[config.mk]
export PLATFORM = sky130hd
export DESIGN_NAME = wb_ram_arbiter
export DESIGN_NICKNAME = d
export VERILOG_FILES = /design/src/rtl/wb_arb_pkg.sv /design/src/rtl/wb_arb_pick.sv /design/src/rtl/wb_ram_arbiter.sv
export SDC_FILE = /design/constraint.sdc
export NUM_CORES = 1
export LEC_CHECK = 0
export CAP_MARGIN = 20
export CELL_PAD_IN_SITES_DETAIL_PLACEMENT = 2
export CELL_PAD_IN_SITES_GLOBAL_PLACEMENT = 2
export CORE_ASPECT_RATIO = 0.5
export CORE_UTILIZATION = 18
export DETAILED_ROUTE_END_ITERATION = 6
export PLACE_DENSITY_LB_ADDON = 0.1
export SYNTH_ARGS = -nofsm -noshare
export SYNTH_HDL_FRONTEND = slang
export SYNTH_SLANG_ARGS = --single-unit
[constraint.sdc]
create_clock -name clk -period 2.95 [get_ports clk]
set_clock_uncertainty 0.1 [all_clocks]
set_input_delay 0.885 -clock clk [delete_from_list [all_inputs] [get_ports clk]]
set_output_delay 0.885 -clock clk [all_outputs]
set_load 0.05 [all_outputs]
[src/rtl/wb_arb_pkg.sv]
// Shared types and constants for the Wishbone RAM arbiter.
//   state_t : arbiter FSM states
//   M0/M1   : master indices (M0 = instruction fetch, M1 = data load/store)
//   DAT_W/ADR_W : default data and word-address widths, matching the RAM
package wb_arb_pkg;
  typedef enum logic [1:0] {IDLE, ACCESS, RESP} state_t;

  localparam int M0    = 0;
  localparam int M1    = 1;
  localparam int DAT_W = 32;
  localparam int ADR_W = 10;
endpackage

[src/rtl/wb_arb_pick.sv]
// Combinational winner select for the two-master RAM arbiter.
// Optional build macro: WB_ARB_RR_EN
//   undefined : fixed priority, m1 over m0
//   defined   : round-robin; on a tie the master other than i_last wins
// Ports:
//   i_req  [1:0] request per master (bit index = master index)
//   i_last       last granted master
//   o_vld        at least one request present
//   o_gnt        index of the winning master (meaningful when o_vld)
module wb_arb_pick
  import wb_arb_pkg::*;
(
  input  logic [1:0] i_req,
  input  logic       i_last,
  output logic       o_vld,
  output logic       o_gnt
);

  always_comb begin
    o_vld = |i_req;
`ifdef WB_ARB_RR_EN
    if (&i_req) o_gnt = ~i_last;
    else        o_gnt = i_req[M1];
`else
    o_gnt = i_req[M1];
`endif
  end

endmodule

[src/rtl/wb_ram_arbiter.sv]
// Shares one single-port synchronous RAM (1-cycle registered read,
// read-before-write, no byte enables) between two Wishbone classic slaves.
// Each access runs IDLE -> ACCESS -> RESP, so one access per 3 cycles.
// Optional build macro: WB_ARB_RR_EN (round-robin arbitration, see wb_arb_pick).
// Ports:
//   clk, rst                 clock, synchronous active-high reset
//   mN_cyc_i/stb_i/we_i      master N cycle / strobe / write enable
//   mN_adr_i, mN_dat_i       master N word address / write data
//   mN_dat_o, mN_ack_o       master N read data (broadcast) / acknowledge
//   ram_adr_o/dat_o/we_o     to the RAM
//   ram_dat_i                read data from the RAM
//   gnt_o                    current or last granted master (debug)
module wb_ram_arbiter
  import wb_arb_pkg::*;
#(
  parameter int dat_width = DAT_W,
  parameter int adr_width = ADR_W
) (
  input  logic                 clk,
  input  logic                 rst,
  input  logic                 m0_cyc_i,
  input  logic                 m0_stb_i,
  input  logic                 m0_we_i,
  input  logic [adr_width-1:0] m0_adr_i,
  input  logic [dat_width-1:0] m0_dat_i,
  output logic [dat_width-1:0] m0_dat_o,
  output logic                 m0_ack_o,
  input  logic                 m1_cyc_i,
  input  logic                 m1_stb_i,
  input  logic                 m1_we_i,
  input  logic [adr_width-1:0] m1_adr_i,
  input  logic [dat_width-1:0] m1_dat_i,
  output logic [dat_width-1:0] m1_dat_o,
  output logic                 m1_ack_o,
  output logic [adr_width-1:0] ram_adr_o,
  output logic [dat_width-1:0] ram_dat_o,
  output logic                 ram_we_o,
  input  logic [dat_width-1:0] ram_dat_i,
  output logic                 gnt_o
);

  state_t                 r_state, w_next;
  logic [adr_width-1:0]   r_adr;
  logic [dat_width-1:0]   r_dat;
  logic                   r_we;
  logic                   r_gnt;
  logic [1:0]             w_req;
  logic                   w_vld;
  logic                   w_pick;
  logic                   w_take;

  assign w_req[M0] = m0_cyc_i & m0_stb_i;
  assign w_req[M1] = m1_cyc_i & m1_stb_i;

  wb_arb_pick u_pick (
    .i_req  (w_req),
    .i_last (r_gnt),
    .o_vld  (w_vld),
    .o_gnt  (w_pick)
  );

  // Requests are only looked at in IDLE; a strobe still high in RESP is ignored.
  assign w_take = (r_state == IDLE) & w_vld;

  always_comb begin
    w_next = r_state;
    case (r_state)
      IDLE:    if (w_vld) w_next = ACCESS;
      ACCESS:  w_next = RESP;
      RESP:    w_next = IDLE;
      default: w_next = IDLE;
    endcase
  end

  always_ff @(posedge clk) begin
    if (rst) begin
      r_state <= IDLE;
      r_adr   <= '0;
      r_dat   <= '0;
      r_we    <= 1'b0;
      r_gnt   <= 1'b0;
    end else begin
      r_state <= w_next;
      if (w_take) begin
        r_gnt <= w_pick;
        r_adr <= w_pick ? m1_adr_i : m0_adr_i;
        r_dat <= w_pick ? m1_dat_i : m0_dat_i;
        r_we  <= w_pick ? m1_we_i  : m0_we_i;
      end
    end
  end

  // Address/data simply hold the latched values; only the write strobe is
  // qualified. rst gates it combinationally so a reset landing in ACCESS
  // cannot corrupt the RAM.
  assign ram_adr_o = r_adr;
  assign ram_dat_o = r_dat;
  assign ram_we_o  = (r_state == ACCESS) & r_we & ~rst;

  assign m0_ack_o  = (r_state == RESP) & (r_gnt == 1'(M0)) & ~rst;
  assign m1_ack_o  = (r_state == RESP) & (r_gnt == 1'(M1)) & ~rst;
  assign m0_dat_o  = ram_dat_i;
  assign m1_dat_o  = ram_dat_i;
  assign gnt_o     = r_gnt;

endmodule

==> impl_metrics.env <==
export IMPL_design_portCount=234
export IMPL_pwr_share_seq=0.353
export IMPL_path_max_fanout=4
export IMPL_synthTopCellsByArea="sky130_fd_sc_hd__dfxtp_1 33%, sky130_fd_sc_hd__a211oi_2 18%, sky130_fd_sc_hd__buf_4 17%, sky130_fd_sc_hd__mux2i_1 15%, sky130_fd_sc_hd__a21oi_1 7.9%"
export IMPL_hpwl_mm=7.97
export IMPL_synth_edf_count=0
export IMPL_placement_setup_worst_slack_ns=0.310
export IMPL_worstSetupPathType="register to output port"
export IMPL_final_core_util=0.276
export IMPL_place_area_um2=3940
export IMPL_route_antenna_remaining_nets=0
export IMPL_synth_most_common_cell="sky130_fd_sc_hd__buf_4"
export IMPL_switching_share=0.349
export IMPL_synth_top_cells_by_count="64 x sky130_fd_sc_hd__buf_4, 46 x sky130_fd_sc_hd__dfxtp_1, 44 x sky130_fd_sc_hd__a21oi_1"
export IMPL_detailroute_via_count=2283
export IMPL_h_tree_depth=2
export IMPL_fp_dieArea_um2=16000
export IMPL_timing_final_hold_violations=0
export IMPL_comb_power_share=0.369
export IMPL_antenna_found_initial=0
export IMPL_clock_tree_from_tritoncts="done"
export IMPL_horiz_die_dim_um=178
export IMPL_clkSinkCount=46
export IMPL_final_worst_path_period_need_ns=2.58
export IMPL_numCtsBuffers=5
export IMPL_gp_congestion=0.673
export IMPL_number_of_register_bits_inferred_by_synthesis=46
export IMPL_power_leakage_uw=0.00155
export IMPL_final_seq_area_um2=921
export IMPL_rr_startpoint="r_state[0]$_SDFFE_PP0P_"
export IMPL_ys_warnings_count=0
export IMPL_outcome="finished, final reports clean"
export IMPL_holdCritStartpoint="ram_dat_o[23]$_SDFFE_PP0P_"
export IMPL_max_slew_worst_pin_slew_ns=0.541
export IMPL_timing_final_max_slew_violations=0
export IMPL_die_y_um=90.0
export IMPL_timing_critical_path_max_delay_family="buffers and inverters"
export IMPL_final_setup_viol_count=0
export IMPL_grt_first_pass_wirelength_mm=15.3
export IMPL_power_net_switching_uw=714
export IMPL_crit_path_start_kind="register"
export IMPL_root_buffer="sky130_fd_sc_hd__clkbuf_16"
export IMPL_worst_min_path_class="register to register"
export IMPL_postCtsHoldBufs=0
export IMPL_crit_buf_inv=1
export IMPL_power_total_uw=2050
export IMPL_async_reset_ff_frac=0
export IMPL_critPathSlowestCell="sky130_fd_sc_hd__clkdlybuf4s50_1"
export IMPL_initial_utilization=0.189
export IMPL_first_pass_iters=3
export IMPL_internal_power_uw=1330
export IMPL_placementRows=31
export IMPL_clock_power_share=0.277
export IMPL_num_nets_final=464
export IMPL_crit_path_start="gnt_o$_SDFFE_PP0P_"
export IMPL_seq_area_frac_synth=0.330
export IMPL_remaining_drc_errors=0
export IMPL_synth_distinct_cells=20
export IMPL_synthFlopType="sky130_fd_sc_hd__dfxtp_1"
export IMPL_worst_path_largest_cell_delay_ns=0.86
export IMPL_layout_filler_cells=1602
export IMPL_buffer_ports_inserted=137
export IMPL_maxCapViolations=0
export IMPL_drt_first_iter_violations=46
export IMPL_grt_max_degree=45
export IMPL_power_per_cell_area_nw_per_um2=502
export IMPL_final_min_period_over_clock_period=0.873
export IMPL_grt_pass1_vias=2656
export IMPL_drive_gt1_frac=0.189
export IMPL_max_slew_margin_rel=0.638
export IMPL_cts_buffer_depth=2
export IMPL_critical_path_arrival_ns=1.59
export IMPL_worstSkewPairLatency_ns=0.28
export IMPL_worstPathCellList="clkdlybuf4s50_1"
export IMPL_cts_resized=0
export IMPL_route_detailed_wl_per_inst_um=19.0
export IMPL_global_route_overflow_total=0
export IMPL_synth_top_area_share=0.330
export IMPL_critical_path_endpoint_type="output port"
export IMPL_core_area_um2=14800
export IMPL_num_antenna_cells=0
export IMPL_postRouteWirelength_mm=10.2
export IMPL_clk_pin_slew_ns=0.06
export IMPL_cts_post_setup_buffers_inserted=0
export IMPL_netlist_top_cell_by_area="sky130_fd_sc_hd__dfxtp_1"
export IMPL_syn_mean_instance_area_um2=10.1
export IMPL_worstPathRequired_ns=1.97
export IMPL_area_growth_syn_to_layout_pct=46.1
export IMPL_grt_use_total=0.125
export IMPL_fmax_mhz=388
export IMPL_synthesis_area_um2=2790
export IMPL_multi_input_area_um2=1280
export IMPL_synthCells=275
export IMPL_final_area_um2=4070
export IMPL_peakVddDrop_mv=0.165
export IMPL_postSynthNetCount=399
export IMPL_via_per_inst=4.25
export IMPL_setup_repair_after_global_routing_missed_its_margin="no"
export IMPL_final_critical_path_setup_slack_ns=0.374
-- through the flow --
| stage | std cells | TNS [ns] | hold slack [ns] |
|---|---|---|---|
| floorplan | 275 | -0.0205 | 0.381 |
| global placement | 531 | 0 | 0.414 |
| detailed placement | 531 | 0 | 0.422 |
| CTS | 537 | 0 | 0.435 |
| global route | 537 | 0 | 0.466 |
| finish | 537 | 0 | 0.431 |
-- power by group through the flow --
stage               logic, uW  clock network [uW]  registers [uW]
global placement          754                   0             735
CTS                       771                 590             724
global route              799                 622             731
floorplan                 484                   0             937
finish                    756                 567             723
detailed placement        769                   0             736
-- layout make-up --
cell class / instances / share of cell area
timing repair buffer: 145 / 0.364
multi-input combinational: 142 / 0.315
sequential: 46 / 0.226
tap: 198 / 0.0608
clock buffer: 6 / 0.0341
-- flip-flops by register name (all words and copies together), names as in the netlist --
signal,cells
gnt_o,1
ram_dat_o,32
r_state,2
ram_adr_o,10
r_we,1
-- cell usage in the layout (no fill, tap or decap) --
cell type and count:
sky130_fd_sc_hd__clkdlybuf4s50_1 133, sky130_fd_sc_hd__dfxtp_1 46, sky130_fd_sc_hd__a21oi_1 44, sky130_fd_sc_hd__mux2i_1 43, sky130_fd_sc_hd__a211oi_2 40, sky130_fd_sc_hd__buf_4 6, sky130_fd_sc_hd__clkbuf_16 5, sky130_fd_sc_hd__buf_12 5
sky130_fd_sc_hd__a211oi_1 3, sky130_fd_sc_hd__nor3b_1 1, sky130_fd_sc_hd__and2_1 1, sky130_fd_sc_hd__nor4b_2 1, sky130_fd_sc_hd__nor4bb_4 1, sky130_fd_sc_hd__nor2_4 1, sky130_fd_sc_hd__a22o_2 1, sky130_fd_sc_hd__and2_2 1
sky130_fd_sc_hd__nand2_2 1, sky130_fd_sc_hd__nor2b_1 1, sky130_fd_sc_hd__nand2_1 1, sky130_fd_sc_hd__o31ai_1 1, sky130_fd_sc_hd__nand3_1 1, sky130_fd_sc_hd__clkbuf_8 1, sky130_fd_sc_hd__buf_2 1
-- metal layers --
| layer | track usage | up-vias | wire length, um |
|---|---|---|---|
| met5 | 0 | - | 0 |
| met4 | 0.0256 | 0 | 95 |
| met3 | 0.0486 | 11 | 992 |
| met2 | 0.232 | 124 | 5370 |
| met1 | 0.133 | 1090 | 3760 |
| li1 | - | 1058 | - |
-- worst paths after layout --
check | to | slack (ns) | cells past startpoint
max | gnt_o | 0.37 | 1
min | ram_dat_o[23]$_SDFFE_PP0P_ | 0.43 | 2
max reg2reg | ram_dat_o[13]$_SDFFE_PP0P_ | 1.38 | 4
min reg2reg | ram_dat_o[23]$_SDFFE_PP0P_ | 0.43 | 2
-- logic make-up after synthesis --
| logic type | synth area share |
|---|---|
| muxes | 0.154 |
| buffers and inverters | 0.219 |
| DFF | 0.330 |
| AOI/OAI and AO/OA | 0.272 |
| and+or+nand+nor | 0.0238 |
No activity file was read; power rests on OpenSTA's default activity.
